### src/rtl/lsu_pkg.sv
// Shared definitions for the load/store unit: funct3 encodings, FSM states
// and byte-lane geometry of the 32-bit data word.
package lsu_pkg;

    localparam logic [2:0] F3_B  = 3'b000;
    localparam logic [2:0] F3_H  = 3'b001;
    localparam logic [2:0] F3_W  = 3'b010;
    localparam logic [2:0] F3_BU = 3'b100;
    localparam logic [2:0] F3_HU = 3'b101;

    localparam int NUM_LANES = 4;
    localparam int LANE_W    = 8;
    localparam int HALF_W    = 16;
    localparam int DATA_W    = NUM_LANES * LANE_W;

    typedef enum logic {
        IDLE  = 1'b0,
        WRITE = 1'b1
    } state_t;

endpackage

### src/rtl/lsu_align.sv
// Combinational byte-lane logic: load extraction/extension, sub-word store
// merge, and detection of misaligned or illegal accesses.
module lsu_align
    import lsu_pkg::*;
(
    input  logic [2:0]        i_funct3,
    input  logic              i_is_store,
    input  logic [1:0]        i_addr_lo,
    input  logic [DATA_W-1:0] i_word_in,
    input  logic [DATA_W-1:0] i_store_data,
    output logic [DATA_W-1:0] o_load_val,
    output logic [DATA_W-1:0] o_merged,
    output logic              o_err
);

    logic [LANE_W-1:0] w_byte;
    logic [HALF_W-1:0] w_half;

    assign w_byte = i_word_in[{i_addr_lo, 3'b000} +: LANE_W];
    assign w_half = i_word_in[{i_addr_lo[1], 4'b0000} +: HALF_W];

    always_comb begin
        o_load_val = '0;
        case (i_funct3)
            F3_B:    o_load_val = {{(DATA_W-LANE_W){w_byte[LANE_W-1]}}, w_byte};
            F3_BU:   o_load_val = {{(DATA_W-LANE_W){1'b0}}, w_byte};
            F3_H:    o_load_val = {{(DATA_W-HALF_W){w_half[HALF_W-1]}}, w_half};
            F3_HU:   o_load_val = {{(DATA_W-HALF_W){1'b0}}, w_half};
            F3_W:    o_load_val = i_word_in;
            default: o_load_val = '0;
        endcase
    end

    // Sub-word stores overwrite only the addressed lane(s) of the current word.
    always_comb begin
        o_merged = i_word_in;
        case (i_funct3)
            F3_B:    o_merged[{i_addr_lo, 3'b000} +: LANE_W] = i_store_data[LANE_W-1:0];
            F3_H:    o_merged[{i_addr_lo[1], 4'b0000} +: HALF_W] = i_store_data[HALF_W-1:0];
            F3_W:    o_merged = i_store_data;
            default: o_merged = i_word_in;
        endcase
    end

    always_comb begin
        o_err = 1'b1;
        case (i_funct3)
            F3_B:    o_err = 1'b0;
            F3_H:    o_err = i_addr_lo[0];
            F3_W:    o_err = (i_addr_lo != 2'b00);
            F3_BU:   o_err = i_is_store;
            F3_HU:   o_err = i_is_store | i_addr_lo[0];
            default: o_err = 1'b1;
        endcase
    end

endmodule

### src/rtl/lsu_rmw.sv
// Load/store unit in front of a word-wide memory without byte enables;
// sub-word stores take a read-modify-write pass through the WRITE state.
module lsu_rmw
    import lsu_pkg::*;
#(
    parameter int DEPTH     = 1024,
    parameter int WORD_SIZE = 32,
    localparam int AW       = $clog2(DEPTH)
) (
    input  logic                 clk,
    input  logic                 rst,
    input  logic                 req_valid,
    input  logic                 req_we,
    input  logic [2:0]           req_funct3,
    input  logic [31:0]          req_addr,
    input  logic [31:0]          req_wdata,
    output logic                 req_ready,
    output logic                 rsp_valid,
    output logic [31:0]          rsp_rdata,
    output logic                 rsp_err,
    output logic [AW-1:0]        mem_addr,
    output logic                 mem_we,
    output logic [WORD_SIZE-1:0] mem_wdata,
    input  logic [WORD_SIZE-1:0] mem_rdata,
    output logic                 o_dbg_state
);

    // Handshake: a request transfers on a cycle where req_valid && req_ready;
    // the core holds its request stable until then. rsp_valid is a single-cycle
    // pulse per accepted request, with no backpressure on the response side.

    state_t                r_state;
    logic                  r_rsp_valid;
    logic                  r_rsp_err;
    logic [31:0]           r_rsp_rdata;
    logic [AW-1:0]         r_addr;
    logic [WORD_SIZE-1:0]  r_wdata;

    logic                  w_accept;
    logic                  w_err;
    logic                  w_full_store;
    logic [AW-1:0]         w_req_index;
    logic [WORD_SIZE-1:0]  w_load_val;
    logic [WORD_SIZE-1:0]  w_merged;
    logic                  w_unused_addr;

    assign w_req_index   = req_addr[AW+1:2];
    assign w_unused_addr = ^req_addr[31:AW+2];
    assign w_accept      = req_valid && (r_state == IDLE);
    assign w_full_store  = req_we && (req_funct3 == F3_W) && !w_err;

    lsu_align u_align (
        .i_funct3     (req_funct3),
        .i_is_store   (req_we),
        .i_addr_lo    (req_addr[1:0]),
        .i_word_in    (mem_rdata),
        .i_store_data (req_wdata),
        .o_load_val   (w_load_val),
        .o_merged     (w_merged),
        .o_err        (w_err)
    );

    assign req_ready   = (r_state == IDLE);
    assign rsp_valid   = r_rsp_valid;
    assign rsp_err     = r_rsp_err;
    assign rsp_rdata   = r_rsp_rdata;
    assign o_dbg_state = (r_state == WRITE);

    // Reset gates the write strobe directly so an in-flight RMW is never committed.
    assign mem_addr  = (r_state == WRITE) ? r_addr : w_req_index;
    assign mem_wdata = (r_state == WRITE) ? r_wdata : req_wdata;
    assign mem_we    = !rst && ((r_state == WRITE) || (w_accept && w_full_store));

    always_ff @(posedge clk) begin
        if (rst) begin
            r_state     <= IDLE;
            r_rsp_valid <= 1'b0;
            r_rsp_err   <= 1'b0;
            r_rsp_rdata <= '0;
            r_addr      <= '0;
            r_wdata     <= '0;
        end else begin
            r_rsp_valid <= 1'b0;
            r_rsp_err   <= 1'b0;
            r_rsp_rdata <= '0;
            case (r_state)
                IDLE: begin
                    if (w_accept) begin
                        if (w_err) begin
                            r_rsp_valid <= 1'b1;
                            r_rsp_err   <= 1'b1;
                        end else if (!req_we) begin
                            r_rsp_valid <= 1'b1;
                            r_rsp_rdata <= w_load_val;
                        end else if (req_funct3 == F3_W) begin
                            r_rsp_valid <= 1'b1;
                        end else begin
                            r_addr  <= w_req_index;
                            r_wdata <= w_merged;
                            r_state <= WRITE;
                        end
                    end
                end
                WRITE: begin
                    r_state     <= IDLE;
                    r_rsp_valid <= 1'b1;
                end
                default: r_state <= IDLE;
            endcase
        end
    end

endmodule

### config.mk
export PLATFORM = sky130hd
export DESIGN_NAME = lsu_rmw
export DESIGN_NICKNAME = d
export VERILOG_FILES = /design/src/rtl/lsu_pkg.sv /design/src/rtl/lsu_align.sv /design/src/rtl/lsu_rmw.sv
export SDC_FILE = /design/constraint.sdc
export NUM_CORES = 1
export LEC_CHECK = 0
export CAP_MARGIN = 20
export CORE_ASPECT_RATIO = 0.6
export CORE_MARGIN = 3
export CORE_UTILIZATION = 43
export DETAILED_ROUTE_END_ITERATION = 10
export GPL_TIMING_DRIVEN = 0
export PLACE_DENSITY = 0.89
export RECOVER_POWER = 25
export SLEW_MARGIN = 20
export SYNTH_ARGS = -nofsm -noshare
export SYNTH_HDL_FRONTEND = slang
export SYNTH_SLANG_ARGS = --single-unit
export TNS_END_PERCENT = 10
### constraint.sdc
create_clock -name clk -period 2.9 [get_ports clk]
set_clock_uncertainty 0.15 [all_clocks]
set_input_delay 0.87 -clock clk [delete_from_list [all_inputs] [get_ports clk]]
set_output_delay 0.87 -clock clk [all_outputs]
set_load 0.03 [all_outputs]
Word level (Yosys, flattened, before mapping)
Index checks and enable logic that the tools add are counted.

word-level totals
  RAM bits = 0
  register bits after elaboration = 77
  input port bits = 103
  latch bits = 0
  output and inout bits = 79
  logic and storage cells = 54
  memories = 0
  ROM bits = 0

cells by class
  bitwise gates (word level) = 5
  magnitude comparators = 0
  add/sub/neg operators = 2
  divide/modulo/power cells = 0
  reduce and logical (&&, ||, !) cells = 13
  mux-type cells = 18
  multipliers = 0
  eq/ne operators = 4
  shift operators = 6

operator list
  cell                     number
  $pmux 32 s5              1
  $bwmux 32                2
  $pmux 32 s2              1
  $mux 32                  1
  $shift 16x7->32 const A  1
  $shift 8x7->32 const A   1
  $shiftx 16x7->32         1
  $shiftx 32x6->16         1
  $shiftx 32x6->8          1
  $shiftx 8x7->32          1
  $neg 5->7                2
  $mux 10                  1
  $mux 1                   9
  $eq 3x3->1 const B       2
  $logic_and 1x1->1        5
  $pmux 1 s5               1
  $reduce_and 5->1         1
  $reduce_or 5->1          1
  $not 1->1                4
  $pmux 1 s2               2
  $eq 3x1->1 const B       1
  $eq 3x2->1 const B       1
  $logic_not 3->1          1
  $reduce_or 3->1          1
  4 further kinds          5

Logic depth before layout (Yosys ltp)
Gate-level depths: netlist (run 1).

  word-level depth = 7
  mapped depth = 8

By module
From an unflattened synthesis (run 1), not the netlist that was laid out.

unflattened totals
  cell total of the unflattened synthesis = 698
  area, all modules = 5994.5 um^2

modules (own cells, without submodules)
  module     times used  cells an instance  area each (um^2)
  lsu_rmw    1           311                3377.0
  lsu_align  1           387                2617.5

Worst setup path before layout (run 1)
No wires, ideal clock.

  path type = input port to output port
  start point = input req_addr[0]
  end point = output mem_we
  data required time = 1880 ps
  stages on the path = 6
  slack = -261 ps
  arrival time = 2141 ps
  path buffers = 1
  cells stage by stage = buf_4 inv_1 ha_1 o211a_1 nand4_1 a21oi_1

on the way
  word-level cells in the longest chain between the ends = 7

ends and longest elaborated chain
  element                                          RTL line                          text
  start, declared                                  lsu_rmw.sv:15                     input logic [31:0] req_addr,
  $or 1x1->1 or $reduce_bool 2->1 (tied branches)  lsu_align.sv:52, lsu_align.sv:50
  $pmux 1 s5 *                                     lsu_align.sv:47                   case (i_funct3)
  $logic_not 1->1 *                                lsu_rmw.sv:50                     assign w_full_store = req_we && (req_funct3 == F3_W) && !w_err;
  $logic_and 1x1->1 *                              lsu_rmw.sv:50
  $logic_and 1x1->1 *                              lsu_rmw.sv:72                     assign mem_we = !rst && ((r_state == WRITE) || (w_accept && w_full_store));
  $logic_or 1x1->1 *                               lsu_rmw.sv:72
  $logic_and 1x1->1 *                              lsu_rmw.sv:72
  end, declared                                    lsu_rmw.sv:22                     output logic mem_we,

Every way passes the cells marked *; elsewhere a longest branch is shown, timed or not.

Worst setup path after layout (run 1)
  start point = input req_wdata[10]
  end point = output mem_wdata[10]

on the way
  word-level cells in the longest chain between the ends = 1

ends and longest elaborated chain
  element          RTL line       text
  start, declared  lsu_rmw.sv:16  input logic [31:0] req_wdata,
  $mux 32          lsu_rmw.sv:71  assign mem_wdata = (r_state == WRITE) ? r_wdata : req_wdata;
  end, declared    lsu_rmw.sv:23  output logic [WORD_SIZE-1:0] mem_wdata,

No other way between the ends.

==> metrics, run 1 <==
top-area cell type share of the netlist area=0.3693; ranking of synthesized cells by area=dfxtp_1, mux2_2, a21oi_1; global-route wire length before repair=23.14 mm; startpoint types=input port; CP Data Required Time=1.88 ns; DRC Markers=0; RSZ-0062 raised after global routing=true; Seq cells post-synth=77; failing checks=negative setup slack; YS warnings=0; Nets=717; Post-synth ARST share=0; largest net degree at the start of global routing=14; CTS Hold Bufs=0; Synth Flop Type=dfxtp_1; Placed Cells=721; CP Capture Type=primary output; Worst R2R Setup Slack=0.83 ns; non-filler instance count after layout=744; Max-slew headroom=0.4848; GR Util All Layers=0.2745; Die Area=10,960 um^2; Inserted Clock Buffers=9; Leakage=2.417 nW; Hold Path Sink=r_addr[5]$_SDFFE_PP0P_; clock period minus worst slack=2.936 ns; core region area=9324 um^2; n_diodes=0; Slew @ Worst Pin=0.7728 ns; Crit Path Max Fanout=3; CTS tree=yes; Wirelength per Cell=20.64 um; CTS Root Cell=clkbuf_16; synthesis-to-layout area growth=51.14%; EDFF count, synth=0; Synth Cell Area=4174 um^2; top achievable clock speed=340.6 MHz; IO Count=182; worst setup path start=req_wdata[10]; vias per inst=5.960; via total after detailed routing=4,434; worst skew pair latency=0.34 ns; Flop pwr share=0.381; Final Setup Violations=4; dominant cell type by area after synthesis=dfxtp_1; hold_ws=0.3022 ns; critical path arrival=1.92 ns; GRT overflow=0; Internal Power=2.087 mW; routability-driven placement congestion ratio=0.8953; Clock Tree Buf Depth=2; worst min path class=flip-flop to flip-flop; synth unique cells=48; Logic pwr share=0.201; number of global-route vias before repair=4,223; layout cells sized above 1=0.3274; Sink Count=77; Hold Path Depth=2; clock share of power=0.419; initial antenna violation count=0; initial drt markers=571; Final Max Tran Viols=0; Design Power=2.863 mW; post-synthesis sequential area ratio=0.3693; Crit Path Category=input port to primary output; H-tree Lvls=3; Final WS setup=-0.03591 ns; Die Y-Extent=82.32 um; Port Buf Inserts=160; DRT Wirelength=15.35 mm; status=finished with violations; R2R cell count=6; DP HPWL=11.62 mm; Layout fillers=736; syn_nets=539; Switching Share=0.2710; Reg-to-Reg End=r_wdata[23]$_SDFFE_PP0P_; Avg Cell Area, Syn=9.684 um^2; Clk pin slew, worst setup/hold paths=0.06 ns; Initial DRT Pass Iterations=9; Max IR drop VDD=0.3525 mV; Chip Width=133.2 um; P_sw=775.9 uW; post-route ant nets=0; Fin. Hold Viols=0; reg-to-reg startpoint=o_dbg_state$_SDFF_PP0_; PD cells=453.9 nW/um^2; Hold Startpoint=r_addr[5]$_SDFFE_PP0P_; fin crit share=1.012; Cells after Synth=431; setup_tns=-0.08747 ns; FP Rows=27; initial core utilization=0.4477; Max-cap violations=0
## worst max-delay path by stage
stage | cells past startpoint | to
global route | 7 | mem_we
finish | 3 | mem_wdata[10]
detailed placement | 7 | mem_we
global placement | 7 | mem_we
floorplan | 6 | mem_we
CTS | 8 | mem_we
## power by group through the flow
stage	registers (mW)	logic [mW]	clock network [mW]
detailed placement	1.11	0.572	0
global placement	1.11	0.566	0
CTS	1.09	0.569	1.20
global route	1.09	0.605	1.25
floorplan	1.12	0.290	0
finish	1.09	0.575	1.20
## logic make-up (layout without fill, tap and decap cells)
family	Yosys count	count (layout)	share of synthesized area
AND/OR/NAND/NOR	125	125	0.1559
flip-flops	77	77	0.3693
AO/OA/AOI/OAI	127	127	0.2551
adder cells (fa/ha/maj)	5	5	0.01499
multiplexers	54	54	0.1499
buffers and inverters	43	226	0.05485
## cells in the final DEF (no fill, tap or decap), drive strengths merged, types with 7 or more instances in the layout
cell type      synthesis  routed
a211oi                16      16
a21oi                 52      52
a221oi                17      17
a222oi                 7       7
a22oi                 23      23
buf                   31      44
clkbuf                 8      34
clkdlybuf4s15          0      24
clkdlybuf4s50          0      81
dfxtp                 77      77
dlygate4sd2            0      11
dlygate4sd3            0      21
mux2                  52      52
nand2                 41      41
nor2                  45      45
nor3                  19      19
## state kept, by name (all words and copies together) (netlist names)
signal       flops
o_dbg_state      1
r_addr          10
r_wdata         32
rsp_err          1
rsp_rdata       32
rsp_valid        1
## cell type report
class | instances | area (um^2) | share of cell area
tap | 130 | 162.7 | 0.02578
timing repair buffer | 171 | 1609 | 0.2551
sequential | 77 | 1541 | 0.2443
multi-input combinational | 311 | 2437 | 0.3864
clock inverter | 6 | 86.33 | 0.01369
inverter | 4 | 23.77 | 0.003768
buffer | 35 | 219.0 | 0.03471
clock buffer | 10 | 229.0 | 0.03630
## critical path, stage by stage
cell             delay (ns)
clkdlybuf4s50_1        0.46
mux2_2                 0.30
clkdlybuf4s15_2        0.28
## repair_timing
action	CTS	global route
hold endpoints to repair	0	0
buffers inserted	9	2
pin swaps	2	5
endpoints found under the setup margin	45	29
gates resized for setup	139	52
## synth_stat cells (2+ instances only)
cell type and n:
and4_1 2, nand4_1 2, a21oi_1 44, a211oi_2 16, clkbuf_1 8, nor3_1 11
a221oi_1 9, a21oi_2 8, nor2b_1 4, dfxtp_1 77, buf_2 18, a221oi_2 8
buf_6 5, mux2_1 2, and3_1 2, buf_4 2, ha_1 5, buf_1 6
nor2_1 44, nand2_1 41, nor3_2 8, o21ai_0 2, mux2_4 2, a22oi_1 23
inv_1 4, mux2_2 48, nand2b_1 3, a222oi_1 7
## per-stage QoR
step	utilization	setup WS [ns]	instance area [um^2]
final	0.6766	-0.03591	6309
after global routing	0.6766	-0.04965	6309
after CTS	0.6837	-0.2441	6375
after detailed placement	0.6384	-1.215	5952
after global placement	0.6384	-1.191	5952
after floorplan	-	0.0008666	4188
## routing by layer
layer	track usage	vias up	part of all wire
met3	0.07627	35	0.12
li1	-	1957	-
met2	0.4438	330	0.44
met1	0.3634	2112	0.42
met4	0.08214	0	0.022
met5	0	-	0
No activity file was read; power rests on OpenSTA's default activity.
==> inputs of run 2 (changes only) <==
==> constraint.sdc (replaced) <==
create_clock -name clk -period 2.9 [get_ports clk]
set_clock_uncertainty 0.15 [all_clocks]
set_input_delay 0.87 -clock clk [delete_from_list [all_inputs] [get_ports clk]]
set_output_delay 0.87 -clock clk [all_outputs]
set_load 0.05 [all_outputs]
==> run 2 against run 1 <==
  * The flow still finishes with violations (negative setup slack)
  * Cell area increased by 0.46%
  * Die area stayed put
  * Final cell count up 0.81%
==> metrics, run 2 (synthesis results as in run 1) <==
Clk pin slew, worst setup/hold paths=0.06 ns; pre-CTS setup slack=-1.285 ns; post-layout util=0.6797; Sink Count=77; Leakage=2.403 nW; Nets=724; Clock Tree Buf Depth=2; worst skew pair latency=0.34 ns; Final Max Tran Viols=0; Slowest Stage Delay on Critical Path=0.49 ns; clock period minus worst slack=3.012 ns; P_sw=833.7 uW; worst setup path start=req_wdata[15]; Inserted Clock Buffers=9; DRT Wirelength=15.50 mm; Max-cap violations=0; Initial DRT Pass Iterations=7; status=finished with violations; worst path cell trace=clkdlybuf4s50_1 > mux2_2 > clkdlybuf4s15_2; Port Buf Inserts=160; Max-slew headroom=0.5055; startpoint types=input port; largest net degree at the start of global routing=14; CP Capture Type=primary output; Chip Width=133.2 um; RSZ-0062 raised after global routing=true; Wirelength per Cell=20.66 um; Max IR drop VDD=0.2783 mV; initial drt markers=525; n_diodes=0; Die Area=10,960 um^2; clock share of power=0.387; Slew @ Worst Pin=0.7417 ns; H-tree Lvls=3; PD cells=447.6 nW/um^2; IO Count=182; GR Util All Layers=0.2769; CP Data Required Time=1.88 ns; worst min path class=flip-flop to flip-flop; top achievable clock speed=332.0 MHz; Slowest-stage cell, CP=clkdlybuf4s50_1; layout cells sized above 1=0.3371; Crit Path Max Fanout=3; DP HPWL=11.88 mm; commonest non-fill, non-tap cell in the layout=clkdlybuf4s50_1; FP Rows=27; post-route ant nets=0; CTS tree=yes; Fin. Hold Viols=0; Reg-to-Reg End=r_wdata[20]$_SDFFE_PP0P_; number of global-route vias before repair=4,271; Flop pwr share=0.384; Switching Share=0.2939; reg-to-reg startpoint=o_dbg_state$_SDFF_PP0_; synthesis-to-layout area growth=51.83%; failing checks=negative setup slack; DRC Markers=0; routability-driven placement congestion ratio=0.9050; most frequent cells in the layout=clkdlybuf4s50_1, dfxtp_1, mux2_2; vias per inst=5.819; R2R cell count=6; initial antenna violation count=0; CTS Root Cell=clkbuf_16; via total after detailed routing=4,364; initial core utilization=0.4477; Crit Path Category=input port to primary output; fin crit share=1.039; Final WS setup=-0.1122 ns; GRT overflow=0; global-route wire length before repair=23.43 mm; Worst R2R Setup Slack=0.85 ns; core region area=9324 um^2; CP endpoint=mem_wdata[15]; Final Setup Violations=17; Logic pwr share=0.229; critical path arrival=1.99 ns; Internal Power=2.003 mW; Die Y-Extent=82.32 um
## run 2: cell types whose count changed in the layout (fill, tap and decap cells not counted), sizes merged
cell | before | now
clkdlybuf4s50 | 81 | 91
inv | 4 | 3
dlygate4sd3 | 21 | 10
clkbuf | 34 | 32
bufinv | 2 | 1
clkinv | 2 | 4
buf | 44 | 56
dlygate4sd2 | 11 | 9
clkdlybuf4s15 | 24 | 23
## run 2: timing repair
action / CTS / global route
hold buffers: 0 / 0
hold endpoints to repair: 0 / 0
pin swaps: 5 / 3
setup endpoints to repair: 44 / 33
buffers inserted: 15 / 0
gates resized for setup: 187 / 26
## run 2: critical path: cells and delay by family
| family | cells | cell delay [ns] |
|---|---|---|
| buf+inv | 2 | 0.83 |
| mux | 1 | 0.30 |
## run 2: metal layers
layer	GRT usage	vias to the layer above	part of all wire
li1	-	1966	-
met1	0.3548	2079	0.40
met2	0.4509	287	0.45
met3	0.09746	32	0.12
met4	0.07392	0	0.020
met5	0	-	0
## run 2: final cells by class
cell class	count	area (um^2)
clock inverters	6	65.06
clock buffers	9	225.2
plain buffers	38	239.0
multi-input cells	311	2434
repair buffers	175	1642
fillers	726	2987
inverters	4	28.78
well taps	130	162.7
flip-flops and latches	77	1541
## run 2: per-stage QoR
stage / TNS, ns / total power [mW] / cells / instance area [um^2] / hold WS [ns]
6_report: -0.7069 / 2.836 / 750 / 6337 / 0.3054
5_1_grt: -1.679 / 2.919 / 750 / 6337 / 0.3253
4_1_cts: -1.730 / 2.833 / 750 / 6381 / 0.3061
3_5_place_dp: -28.06 / 1.751 / 721 / 5982 / 0.2976
3_3_place_gp: -24.79 / 1.740 / 721 / 5982 / 0.2901
2_1_floorplan: 0 / 1.473 / 431 / 4218 / 0.2829
## run 2: worst min path at each step
stage / start / depth (start not counted) / slack (ns) / endpoint
final: r_addr[6]$_SDFFE_PP0P_ / 2 / 0.31 / r_addr[6]$_SDFFE_PP0P_
after global routing: r_addr[9]$_SDFFE_PP0P_ / 2 / 0.33 / r_addr[9]$_SDFFE_PP0P_
after CTS: r_addr[6]$_SDFFE_PP0P_ / 2 / 0.31 / r_addr[6]$_SDFFE_PP0P_
after detailed placement: r_addr[6]$_SDFFE_PP0P_ / 2 / 0.30 / r_addr[6]$_SDFFE_PP0P_
after global placement: r_addr[7]$_SDFFE_PP0P_ / 2 / 0.29 / r_addr[7]$_SDFFE_PP0P_
after floorplan: r_addr[0]$_SDFFE_PP0P_ / 2 / 0.28 / r_addr[0]$_SDFFE_PP0P_
## run 2: power by group through the flow
stage / clock (mW) / combinational [mW] / sequential [mW]
floorplan: 0 / 0.347 / 1.13
global placement: 0 / 0.629 / 1.11
detailed placement: 0 / 0.640 / 1.11
CTS: 1.10 / 0.642 / 1.09
global route: 1.15 / 0.678 / 1.09
finish: 1.10 / 0.649 / 1.09
